## src/rtl/irq_pkg.sv

```systemverilog
// irq_pkg
// Shared constants for the interrupt controller: interrupt bit positions,
// default register addresses (low address byte inside the 0xFFxx window)
// and the mask of IF bits that have no interrupt source behind them.
package irq_pkg;

  // Interrupt bit positions, in SM83 priority order (bit 0 is highest).
  localparam int IRQ_VBLANK = 0;
  localparam int IRQ_STAT   = 1;
  localparam int IRQ_TIMER  = 2;
  localparam int IRQ_SERIAL = 3;
  localparam int IRQ_JOYPAD = 4;

  localparam int IRQ_COUNT = 5;

  // Low address byte of each register when MMIO_REQ is high.
  localparam logic [7:0] IF_ADDR_DEFAULT = 8'h0F;
  localparam logic [7:0] IE_ADDR_DEFAULT = 8'hFF;

  // IF bits above the implemented sources always read back as 1.
  localparam logic [7:0] IF_UNUSED_MASK = 8'hE0;

endpackage

```

## src/rtl/irq_edge.sv

```systemverilog
// irq_edge
// Registered rising-edge detector. It keeps the previous sample of d and
// flags every bit that is high now but was low on the previous edge.
// Ports:
//   clk     - clock, state updates on the rising edge
//   n_reset - synchronous active-low reset (clears the previous sample)
//   d       - WIDTH-bit level input
//   rise    - d & ~previous d, combinational from d and the register
module irq_edge #(
  parameter int WIDTH = 5
) (
  input  logic             clk,
  input  logic             n_reset,
  input  logic [WIDTH-1:0] d,
  output logic [WIDTH-1:0] rise
);

  logic [WIDTH-1:0] d_q;

  // Clearing the history on reset means an input already high at release
  // is reported as a rise on the first active edge.
  always_ff @(posedge clk) begin
    if (!n_reset) begin
      d_q <= '0;
    end else begin
      d_q <= d;
    end
  end

  assign rise = d & ~d_q;

endmodule

```

## src/rtl/irq_controller.sv

```systemverilog
// irq_controller
// Memory-mapped interrupt controller in front of the SM83 core. Holds the
// IF and IE registers, latches rising edges of the peripheral request
// lines into IF and presents the enabled, pending requests to the core.
// Ports:
//   CLK, nRESET        - clock and synchronous active-low reset
//   A, MMIO_REQ        - CPU address (low byte decoded) and 0xFExx/0xFFxx qualifier
//   RD, WR, D_in       - read strobe, level write strobe, write data
//   D_out, D_oe        - read data (00 when not driving) and its drive enable
//   PERIPH_REQ         - raw requests: VBlank, STAT, Timer, Serial, Joypad
//   CPU_IRQ_ACK        - one-hot acknowledge from the core
//   CPU_IRQ_TRIG       - pending & enabled requests to the core
//   IRQ_PENDING        - OR of CPU_IRQ_TRIG, HALT wake source
module irq_controller
  import irq_pkg::*;
#(
  parameter int         NUM_IRQ = IRQ_COUNT,
  parameter logic [7:0] IF_ADDR = IF_ADDR_DEFAULT,
  parameter logic [7:0] IE_ADDR = IE_ADDR_DEFAULT
) (
  input  logic               CLK,
  input  logic               nRESET,
  input  logic [15:0]        A,
  input  logic               MMIO_REQ,
  input  logic               RD,
  input  logic               WR,
  input  logic [7:0]         D_in,
  output logic [7:0]         D_out,
  output logic               D_oe,
  input  logic [NUM_IRQ-1:0] PERIPH_REQ,
  input  logic [7:0]         CPU_IRQ_ACK,
  output logic [7:0]         CPU_IRQ_TRIG,
  output logic               IRQ_PENDING
);

  logic [NUM_IRQ-1:0] if_q;
  logic [7:0]         ie_q;
  logic [NUM_IRQ-1:0] rise;
  logic               wcommit;
  logic               sel_if;
  logic               sel_ie;
  logic [NUM_IRQ-1:0] if_base;
  logic [NUM_IRQ-1:0] if_next;
  logic [7:0]         if_read;
  logic               unused_bits;

  // Upper address byte is pre-decoded into MMIO_REQ; ack bits without a
  // source are deliberately ignored.
  assign unused_bits = ^{A[15:8], CPU_IRQ_ACK};

  assign sel_if = MMIO_REQ && (A[7:0] == IF_ADDR);
  assign sel_ie = MMIO_REQ && (A[7:0] == IE_ADDR);

  irq_edge #(
    .WIDTH(NUM_IRQ)
  ) u_req_edge (
    .clk    (CLK),
    .n_reset(nRESET),
    .d      (PERIPH_REQ),
    .rise   (rise)
  );

  // WR is a level that may stay high for several cycles; only its first
  // edge commits, so a long write cannot wipe out rises that arrive later.
  irq_edge #(
    .WIDTH(1)
  ) u_wr_edge (
    .clk    (CLK),
    .n_reset(nRESET),
    .d      (WR),
    .rise   (wcommit)
  );

  // IF next state: CPU write first, then acknowledges clear, then new
  // edges set. A fresh edge therefore survives a same-cycle ack or write.
  always_comb begin
    if_base = if_q;
    if (wcommit && sel_if) begin
      if_base = D_in[NUM_IRQ-1:0];
    end
    if_next = (if_base & ~CPU_IRQ_ACK[NUM_IRQ-1:0]) | rise;
  end

  // Register state; reset wins over every simultaneous event.
  always_ff @(posedge CLK) begin
    if (!nRESET) begin
      if_q <= '0;
      ie_q <= 8'h00;
    end else begin
      if_q <= if_next;
      if (wcommit && sel_ie) begin
        ie_q <= D_in;
      end
    end
  end

  // Unimplemented IF bits are hardwired high on readback.
  always_comb begin
    if_read = 8'hFF;
    if_read[NUM_IRQ-1:0] = if_q;
  end

  // Zero-latency read mux; the bus sees 00 whenever we are not driving.
  always_comb begin
    D_oe  = RD && (sel_if || sel_ie);
    D_out = 8'h00;
    if (RD && sel_if) begin
      D_out = if_read;
    end else if (RD && sel_ie) begin
      D_out = ie_q;
    end
  end

  // Core-facing request vector comes purely from registers.
  always_comb begin
    CPU_IRQ_TRIG = 8'h00;
    CPU_IRQ_TRIG[NUM_IRQ-1:0] = if_q & ie_q[NUM_IRQ-1:0];
  end

  assign IRQ_PENDING = |CPU_IRQ_TRIG;

endmodule

```

## config.mk

```make
export PLATFORM = sky130hd
export DESIGN_NAME = irq_controller
export DESIGN_NICKNAME = d
export VERILOG_FILES = /design/src/rtl/irq_pkg.sv /design/src/rtl/irq_edge.sv /design/src/rtl/irq_controller.sv
export SDC_FILE = /design/constraint.sdc
export NUM_CORES = 1
export LEC_CHECK = 0
export CELL_PAD_IN_SITES_DETAIL_PLACEMENT = 0
export CELL_PAD_IN_SITES_GLOBAL_PLACEMENT = 1
export CORE_MARGIN = 5
export CORE_UTILIZATION = 24
export CTS_CLUSTER_DIAMETER = 80
export CTS_CLUSTER_SIZE = 20
export DETAILED_ROUTE_END_ITERATION = 16
export GPL_TIMING_DRIVEN = 0
export PLACE_DENSITY = 0.82
export SLEW_MARGIN = 20
export SYNTH_ARGS = -nofsm -noshare
export SYNTH_HDL_FRONTEND = slang
export SYNTH_SLANG_ARGS = --single-unit
export TNS_END_PERCENT = 30
```

## constraint.sdc

```tcl
create_clock -name CLK -period 1.9 [get_ports CLK]
set_input_delay 0.285 -clock CLK [delete_from_list [all_inputs] [get_ports CLK]]
set_output_delay 0.285 -clock CLK [all_outputs]
set_load 0.05 [all_outputs]
```

==> results of run 1 <==
## critical path: stages
cell	delay [ps]
dlygate4sd2_1	280
or4_1	560
buf_6	160
a21oi_4	120
buf_6	170
## state kept, by name (all words and copies together), names as in the netlist
| signal | flops |
|---|---|
| u_wr_edge.d_q | 1 |
| ie_q | 8 |
| if_q | 5 |
| u_req_edge.d_q | 5 |
## cell usage after synthesis, types with 2 or more instances
cell      count  share of area
nor2_1        8          0.031
clkbuf_1      4          0.016
and2_1        6          0.039
dfxtp_1      19           0.40
o221ai_1      5          0.046
a21oi_1       4          0.021
o311ai_0      5          0.046
inv_1         5          0.020
nor2b_1       5          0.033
mux2i_1       8          0.083
buf_4         3          0.023
a22oi_1       5          0.039
or4_1         2          0.016
or2_2         2          0.013
nand2_1      26           0.10
nand3_1       2          0.010
## routing by layer
layer,wire length (µm),global-route usage
met3,217,0.0397
met2,1380,0.188
met5,0,0
met1,1270,0.134
met4,10,0.0184
## area by class of cell
cell class                 count  share of cell area
buffer                         7              0.0279
clock buffer                   4              0.0279
inverter                       5              0.0116
multi-input combinational     88               0.372
sequential                    19               0.238
tap                           50              0.0387
timing repair buffer          47               0.284
## cells in the final DEF (no fill, tap or decap), types with 3 or more instances in the layout
cell type,instances
a21oi_1,3
inv_1,5
conb_1,3
nor2_2,5
nand2_1,26
clkbuf_1,4
clkdlybuf4s50_1,27
mux2i_1,8
and2_1,5
buf_6,4
nor2_1,3
buf_4,12
o221ai_1,5
dlymetal6s2s_1,3
dfxtp_2,3
or2_4,3
nor2b_1,5
dfxtp_1,16
a22oi_1,5
o311ai_0,5
dlygate4sd2_1,4
clkbuf_8,3
## worst max-delay path by stage
stage,to,start
5_1_grt,D_out[6],A[1]
3_5_place_dp,D_oe,A[3]
2_1_floorplan,D_out[5],A[3]
4_1_cts,IRQ_PENDING,if_q[3]
6_report,D_oe,A[4]
3_3_place_gp,D_oe,A[3]
## metrics by stage
stage | hold WS, ps | setup TNS (ps) | util | instance area, µm² | setup WS, ps
2_1_floorplan | 396 | -277 | - | 991 | -89.9
3_3_place_gp | 444 | -12100 | 0.379 | 1490 | -1030
3_5_place_dp | 449 | -12110 | 0.379 | 1490 | -1040
4_1_cts | 428 | -8.81 | 0.398 | 1570 | -8.81
5_1_grt | 453 | -8.94 | 0.410 | 1620 | -6.34
6_report | 427 | 0 | 0.410 | 1620 | 46.4
## kinds of logic (layout without fill, tap and decap cells)
kind of cell           after synthesis  after routing  share of synthesized area
other                                1              3                    0.00390
AO/OA/AOI/OAI                       19             19                      0.151
buffers and inverters               14             63                     0.0677
AND/OR/NAND/NOR                     57             58                      0.298
flip-flops                          19             19                      0.396
multiplexers                         8              8                     0.0833
## timing repair
action                                  4_1_cts  5_1_grt
buffers inserted                              2        1
endpoints found under the setup margin       10       14
gates cloned                                  1        0
resized for setup                            76       12
pin swaps                                     2        1
## power by group through the flow
| stage | Clock, W | Combinational (W) | Sequential [W] |
|---|---|---|---|
| after detailed placement | 0 | 0.000135 | 0.000430 |
| after global routing | 0.000303 | 0.000158 | 0.000423 |
| after global placement | 0 | 0.000135 | 0.000429 |
| final | 0.000274 | 0.000146 | 0.000421 |
| after floorplan | 0 | 0.0000585 | 0.000427 |
| after CTS | 0.000283 | 0.000142 | 0.000421 |
==> Implementation_results.wiki, run 1 <==
{| class="wikitable"
! Metric !! Value
|-
| Result of the run || finished, final reports clean
|-
| Mapped cell area || 961 µm²
|-
| Post-layout instance count excluding filler cells || 220
|-
| Final worst path period share || 0.976
|-
| Area of the multi-input gates || 601 µm²
|-
| Drt initial violations || 42
|-
| Max-cap violations || 0
|-
| Final Slew Violations || 0
|-
| First-pass iteration count of the detailed router || 4
|-
| Worst hold-check path type || input pin to flop
|-
| Total detailed-routing wirelength || 2880 µm
|-
| Yosys warning total || 0
|-
| Max rail drop VDD || 330 µV
|-
| Worst-case register-to-register setup slack || 400 ps
|-
| Setup repair after global routing missed its margin || yes
|-
| CTS max path bufs || 2
|-
| CTS tree || yes
|-
| Buffers added on ports || 44
|-
| Share of power burned in the clock network || 0.326
|-
| Remaining DRCs || 0
|-
| Combinational group share of total power || 0.173
|-
| Sequential-to-total area share from yosys stat || 0.396
|-
| PD cells || 521 nW/µm²
|-
| Number of global-route vias before repair || 1,040
|-
| Register clock-pin slew on the reported worst setup and hold paths || around 70 ps
|-
| Post-route minimum period || 1850 ps
|-
| Core region area || 3940 µm²
|-
| Endpoint with the worst hold slack || u_req_edge.d_q[0]
|-
| Final hold viol count || 0
|-
| DR vias/cell || 4.52
|-
| Relative contribution of sequential cells to total power || 0.501
|-
| Share of async-settable or async-resettable flops after synthesis || 0
|-
| Start point of the worst min-delay path || nRESET
|-
| Relative max-transition margin || 0.646
|-
| Category of the worst setup path launch point || input pin
|-
| Slew at the pin with the worst max-slew slack || 529 ps
|-
| Top-level port count || 60
|-
| Wire length of the first global-routing pass || about 4600 µm
|-
| Detailed placer's ending HPWL || 2140 µm
|-
| Fin Clk Skew || 2.78 ps
|-
| Crit Reg-Reg Endpoint || ie_q[6]
|-
| Grt ovf || 0
|-
| Synthesized instance count || 118
|-
| P_leak || 0.667 nW
|-
| Number of nets in the layout || ~210
|-
| Latest clock arrival within the worst-skew pair || 250 ps
|-
| Mean routed wirelength per cell || roughly 13 µm
|-
| Critical Path Sink Type || output port
|-
| Floorplan die area || 5370 µm²
|-
| Min-Delay Path Depth || 3
|-
| Sequential Area || a little under 400 µm²
|-
| Initial Util || 0.244
|-
| Power spent charging and discharging nets || 0.000200 W
|-
| Fraction of layout instances using a drive strength above 1 || 0.229
|-
| Switching power as a share of total power || 0.238
|-
| Syn Area/Cell || slightly above 8 µm²
|-
| Post-synth cell types || 25
|-
| Flop and latch count out of synthesis || 19
|-
| Worst Path Required || between 1500 and 2000 ps
|-
| Final setup violation count || 0
|-
| Width of the die || between 70 and 80 µm
|-
| # clock sinks || 19
|-
| Number of buffers added to fix hold violations after cts || 0
|-
| H-Tree Depth || 1
|-
| Remaining antenna violation count || 0
|-
| Maximum fanout along the worst path || 7
|-
| Internal Dissipation || 0.000641 W
|-
| Root buffer cell || clkbuf_8
|-
| Worst reg2reg startpoint || u_wr_edge.d_q
|-
| Pin count of the biggest net entering global routing || 11
|-
| Arrival time at the worst endpoint || 1570 ps
|-
| GP Congestion || 0.753
|-
| Count of antenna diodes in the layout || 0
|-
| Cell count after placement || 214
|-
| Vias post-DR || 995
|-
| Number of CTS-inserted buffers || 3
|-
| Number of core rows || 23
|-
| Top FF cell, synth || dfxtp_1
|-
| Setup CP Type || input pin to output port
|-
| Aggregate global-route resource usage || 0.110
|-
| Fmax achieved || 540 MHz
|-
| Filler instances || 400
|-
| Overall power || ~0.00084 W
|-
| Height of the die || 73.3 µm
|-
| Initial antenna violation count || 0
|-
| Area growth from synthesis to layout || 68.1%
|-
| Worst-case reg-to-reg path depth || 3
|-
| Number of flops mapped to enable cells by yosys || 0
|}
(Power assumes the default switching activity.)
==> run 2: changes to the inputs <==
--- a/config.mk
+++ b/config.mk
@@ -7,12 +7,14 @@
 export LEC_CHECK = 0
 export CELL_PAD_IN_SITES_DETAIL_PLACEMENT = 0
 export CELL_PAD_IN_SITES_GLOBAL_PLACEMENT = 1
+export CORE_ASPECT_RATIO = 1.4
 export CORE_MARGIN = 5
 export CORE_UTILIZATION = 24
 export CTS_CLUSTER_DIAMETER = 80
 export CTS_CLUSTER_SIZE = 20
 export DETAILED_ROUTE_END_ITERATION = 16
 export GPL_TIMING_DRIVEN = 0
+export HOLD_SLACK_MARGIN = 0.08
 export PLACE_DENSITY = 0.82
 export SLEW_MARGIN = 20
 export SYNTH_ARGS = -nofsm -noshare
==> run 2 against run 1 <==
Worst setup slack got worse by 26 ps. Total power fell by 0.37%. Clock skew rose by 3.2 ps. Hold slack got worse by 13 ps. Critical path depth did not move. Utilization barely moved. Global-route usage fell by 0.49 points. Cell area fell by 0.70%. Sequential power barely moved. Register-to-register slack barely moved. Critical endpoint is now D_out[6]. Largest cell class unchanged. Largest power group unchanged. Highest routed layer unchanged.
==> Implementation_results.wiki, run 2 (synthesis results as in run 1) <==
{| class="wikitable"
! Metric !! Value
|-
| Result of the run || finished, final reports clean
|-
| Worst hold-check path type || input pin to flop
|-
| Number of core rows || 27 (+17%)
|-
| Number of global-route vias before repair || 1,092 (+5.0%)
|-
| Pin count of the biggest net entering global routing || 11 (unchanged)
|-
| Remaining antenna violation count || 0 (unchanged)
|-
| First-pass iteration count of the detailed router || 4 (unchanged)
|-
| Area growth from synthesis to layout || 66.9%
|-
| Total detailed-routing wirelength || 2840 µm (-1.2%)
|-
| DR vias/cell || 4.80 (+6.2%)
|-
| Most common cell after layout, fill and taps aside || nand2_1
|-
| Vias post-DR || 1,018 (+2.3%)
|-
| Worst-case reg-to-reg path depth || 3 (unchanged)
|-
| Overall power || 0.000838 W (-0.37%)
|-
| Max-cap violations || 0 (unchanged)
|-
| Drt initial violations || 22 (-48%)
|-
| Initial antenna violation count || 0 (unchanged)
|-
| Floorplan die area || 5390 µm² (+0.33%)
|-
| Relative max-transition margin || 0.652 (+0.00556)
|-
| Aggregate global-route resource usage || 0.105 (-0.00493)
|-
| CTS max path bufs || 2 (unchanged)
|-
| GP Congestion || 0.800 (+6.3%)
|-
| Number of buffers added to fix hold violations after cts || 0 (unchanged)
|-
| Height of the die || 84.9 µm (+16%)
|-
| Number of nets in the layout || 212 (-0.47%)
|-
| Grt ovf || 0 (unchanged)
|-
| Width of the die || 63.5 µm (-13%)
|-
| Worst Path Required || 1620 ps (about the same)
|-
| Fraction of layout instances using a drive strength above 1 || 0.219 (-0.0105)
|-
| Final setup violation count || 0 (unchanged)
|-
| Cell count after placement || 207 (-3.3%)
|-
| Filler instances || 414 (+3.5%)
|-
| Setup CP Type || input pin to output port
|-
| Largest register FFs || 8 (unchanged)
|-
| Post-route minimum period || 1880 ps (+26.1 ps)
|-
| Final hold viol count || 0 (unchanged)
|-
| Worst-case register-to-register setup slack || 390 ps (about the same)
|-
| Mean routed wirelength per cell || 13.4 µm (+2.5%)
|-
| Post-layout instance count excluding filler cells || 212 (-3.6%)
|-
| Highest-delay cell along the critical path || clkdlybuf4s50_1
|-
| Critical path, cell by cell || clkdlybuf4s50_1, nand3_4, or2_4, nor2_1, buf_4
|-
| Top-level port count || 60 (unchanged)
|-
| Fin Clk Skew || 5.95 ps (+3.17 ps)
|-
| Setup repair after global routing missed its margin || yes
|-
| Count of antenna diodes in the layout || 0 (unchanged)
|-
| PD cells || 523 nW/µm² (+0.33%)
|-
| Buffers added on ports || 44 (unchanged)
|-
| Detailed placer's ending HPWL || 2270 µm (+5.9%)
|-
| Cell area after placement || 1490 µm² (-0.59%)
|-
| Critical Path Sink Type || output port
|-
| Register clock-pin slew on the reported worst setup and hold paths || 60 ps (about the same)
|-
| Wire length of the first global-routing pass || 4640 µm (+0.15%)
|-
| Remaining DRCs || 0 (unchanged)
|-
| Core region area || 3920 µm² (-0.60%)
|-
| Most frequent cells in the layout || nand2_1, clkdlybuf4s50_1, dfxtp_1
|-
| Register with the most flip-flops || ie_q
|-
| Latest clock arrival within the worst-skew pair || 250 ps (about the same)
|-
| Root buffer cell || clkbuf_8
|-
| Worst reg2reg startpoint || u_wr_edge.d_q
|-
| # clock sinks || 19 (unchanged)
|-
| Min-Delay Path Depth || 3 (unchanged)
|-
| Number of CTS-inserted buffers || 3 (unchanged)
|-
| Post-Route Hold Slack || 414 ps (-13.3 ps)
|-
| Slew at the pin with the worst max-slew slack || 521 ps (-7.47 ps)
|-
| Final Slew Violations || 0 (unchanged)
|-
| Arrival time at the worst endpoint || 1590 ps (+20 ps)
|-
| Initial Util || 0.245 (+0.00148)
|-
| Maximum fanout along the worst path || 9 (+2)
|-
| Start point of the worst min-delay path || nRESET
|-
| Slowest stage delay, CP || 520 ps (-40 ps)
|-
| Summed negative setup slack over all endpoints || 0 ps (unchanged)
|-
| H-Tree Depth || 1 (unchanged)
|-
| Endpoint with the worst hold slack || u_req_edge.d_q[4]
|-
| Max rail drop VDD || 300 µV (-8.9%)
|-
| Final worst path period share || 0.989 (+0.0138)
|-
| Crit Reg-Reg Endpoint || ie_q[6]
|-
| Fmax achieved || 532 MHz (-1.4%)
|-
| Largest registers || ie_q: 8 flops, if_q: 5 flops, u_req_edge.d_q: 5 flops
|-
| P_leak || 0.700 nW (+4.8%)
|-
| Area of all placed cells without fillers || 1600 µm² (-0.70%)
|-
| Category of the worst setup path launch point || input pin
|-
| CTS tree || yes
|}
run 2: cell types whose count changed in the layout (fill, tap and decap cells not counted), sizes merged:
cell	change
clkdlybuf4s50	-2
or2	-1
dlymetal6s2s	+2
run 2: layer usage:
layer / track usage / vias up / routed length, µm
li1: - / 511 / -
met1: 0.112 / 459 / 1130
met2: 0.186 / 44 / 1470
met3: 0.0291 / 4 / 182
met4: 0.0548 / 0 / 64
met5: 0 / - / 0
run 2: layout make-up:
cell class | count | area [µm²] | area share
plain buffers | 7 | 38.8 | 0.0242
inverters | 5 | 18.8 | 0.0117
multi-input cells | 87 | 587 | 0.366
clock buffers | 4 | 45.0 | 0.0281
flip-flops and latches | 19 | 382 | 0.238
repair buffers | 47 | 479 | 0.299
well taps | 43 | 53.8 | 0.0335
run 2: how the worst max path moves through the flow:
stage                     cells after the start    start     endpoint  slack [ps]
final                                         5     A[3]     D_out[6]          20
after global routing                          5     A[3]     D_out[6]         -50
after CTS                                     4  if_q[3]  IRQ_PENDING         -20
after detailed placement                      6     A[2]     D_out[4]       -1010
after global placement                        6     A[3]     D_out[2]       -1030
after floorplan                               4     A[3]     D_out[5]         -90
run 2: through the flow:
step,util,setup slack [ps]
finish,0.409,20.3
global route,0.409,-47.8
CTS,0.391,-16.6
detailed placement,0.379,-1010
global placement,0.379,-1030
floorplan,-,-89.9
run 2: critical path: cells and delay by family:
family | cells | cell delay [ps]
buffers and inverters | 2 | 720
AND/OR/NAND/NOR | 3 | 590
run 2: power breakdown:
group	total, W	internal [W]	switching, W
logic	0.000143	0.0000767	0.0000660
registers	0.000421	0.000414	0.00000775
clock network	0.000274	0.000149	0.000125
total	0.000838	0.000639	0.000199
run 2: repair_timing:
item                       CTS  global route
pin swaps                    2             1
setup buffers                2             1
setup endpoints to repair   10            22
resized for setup           70            18
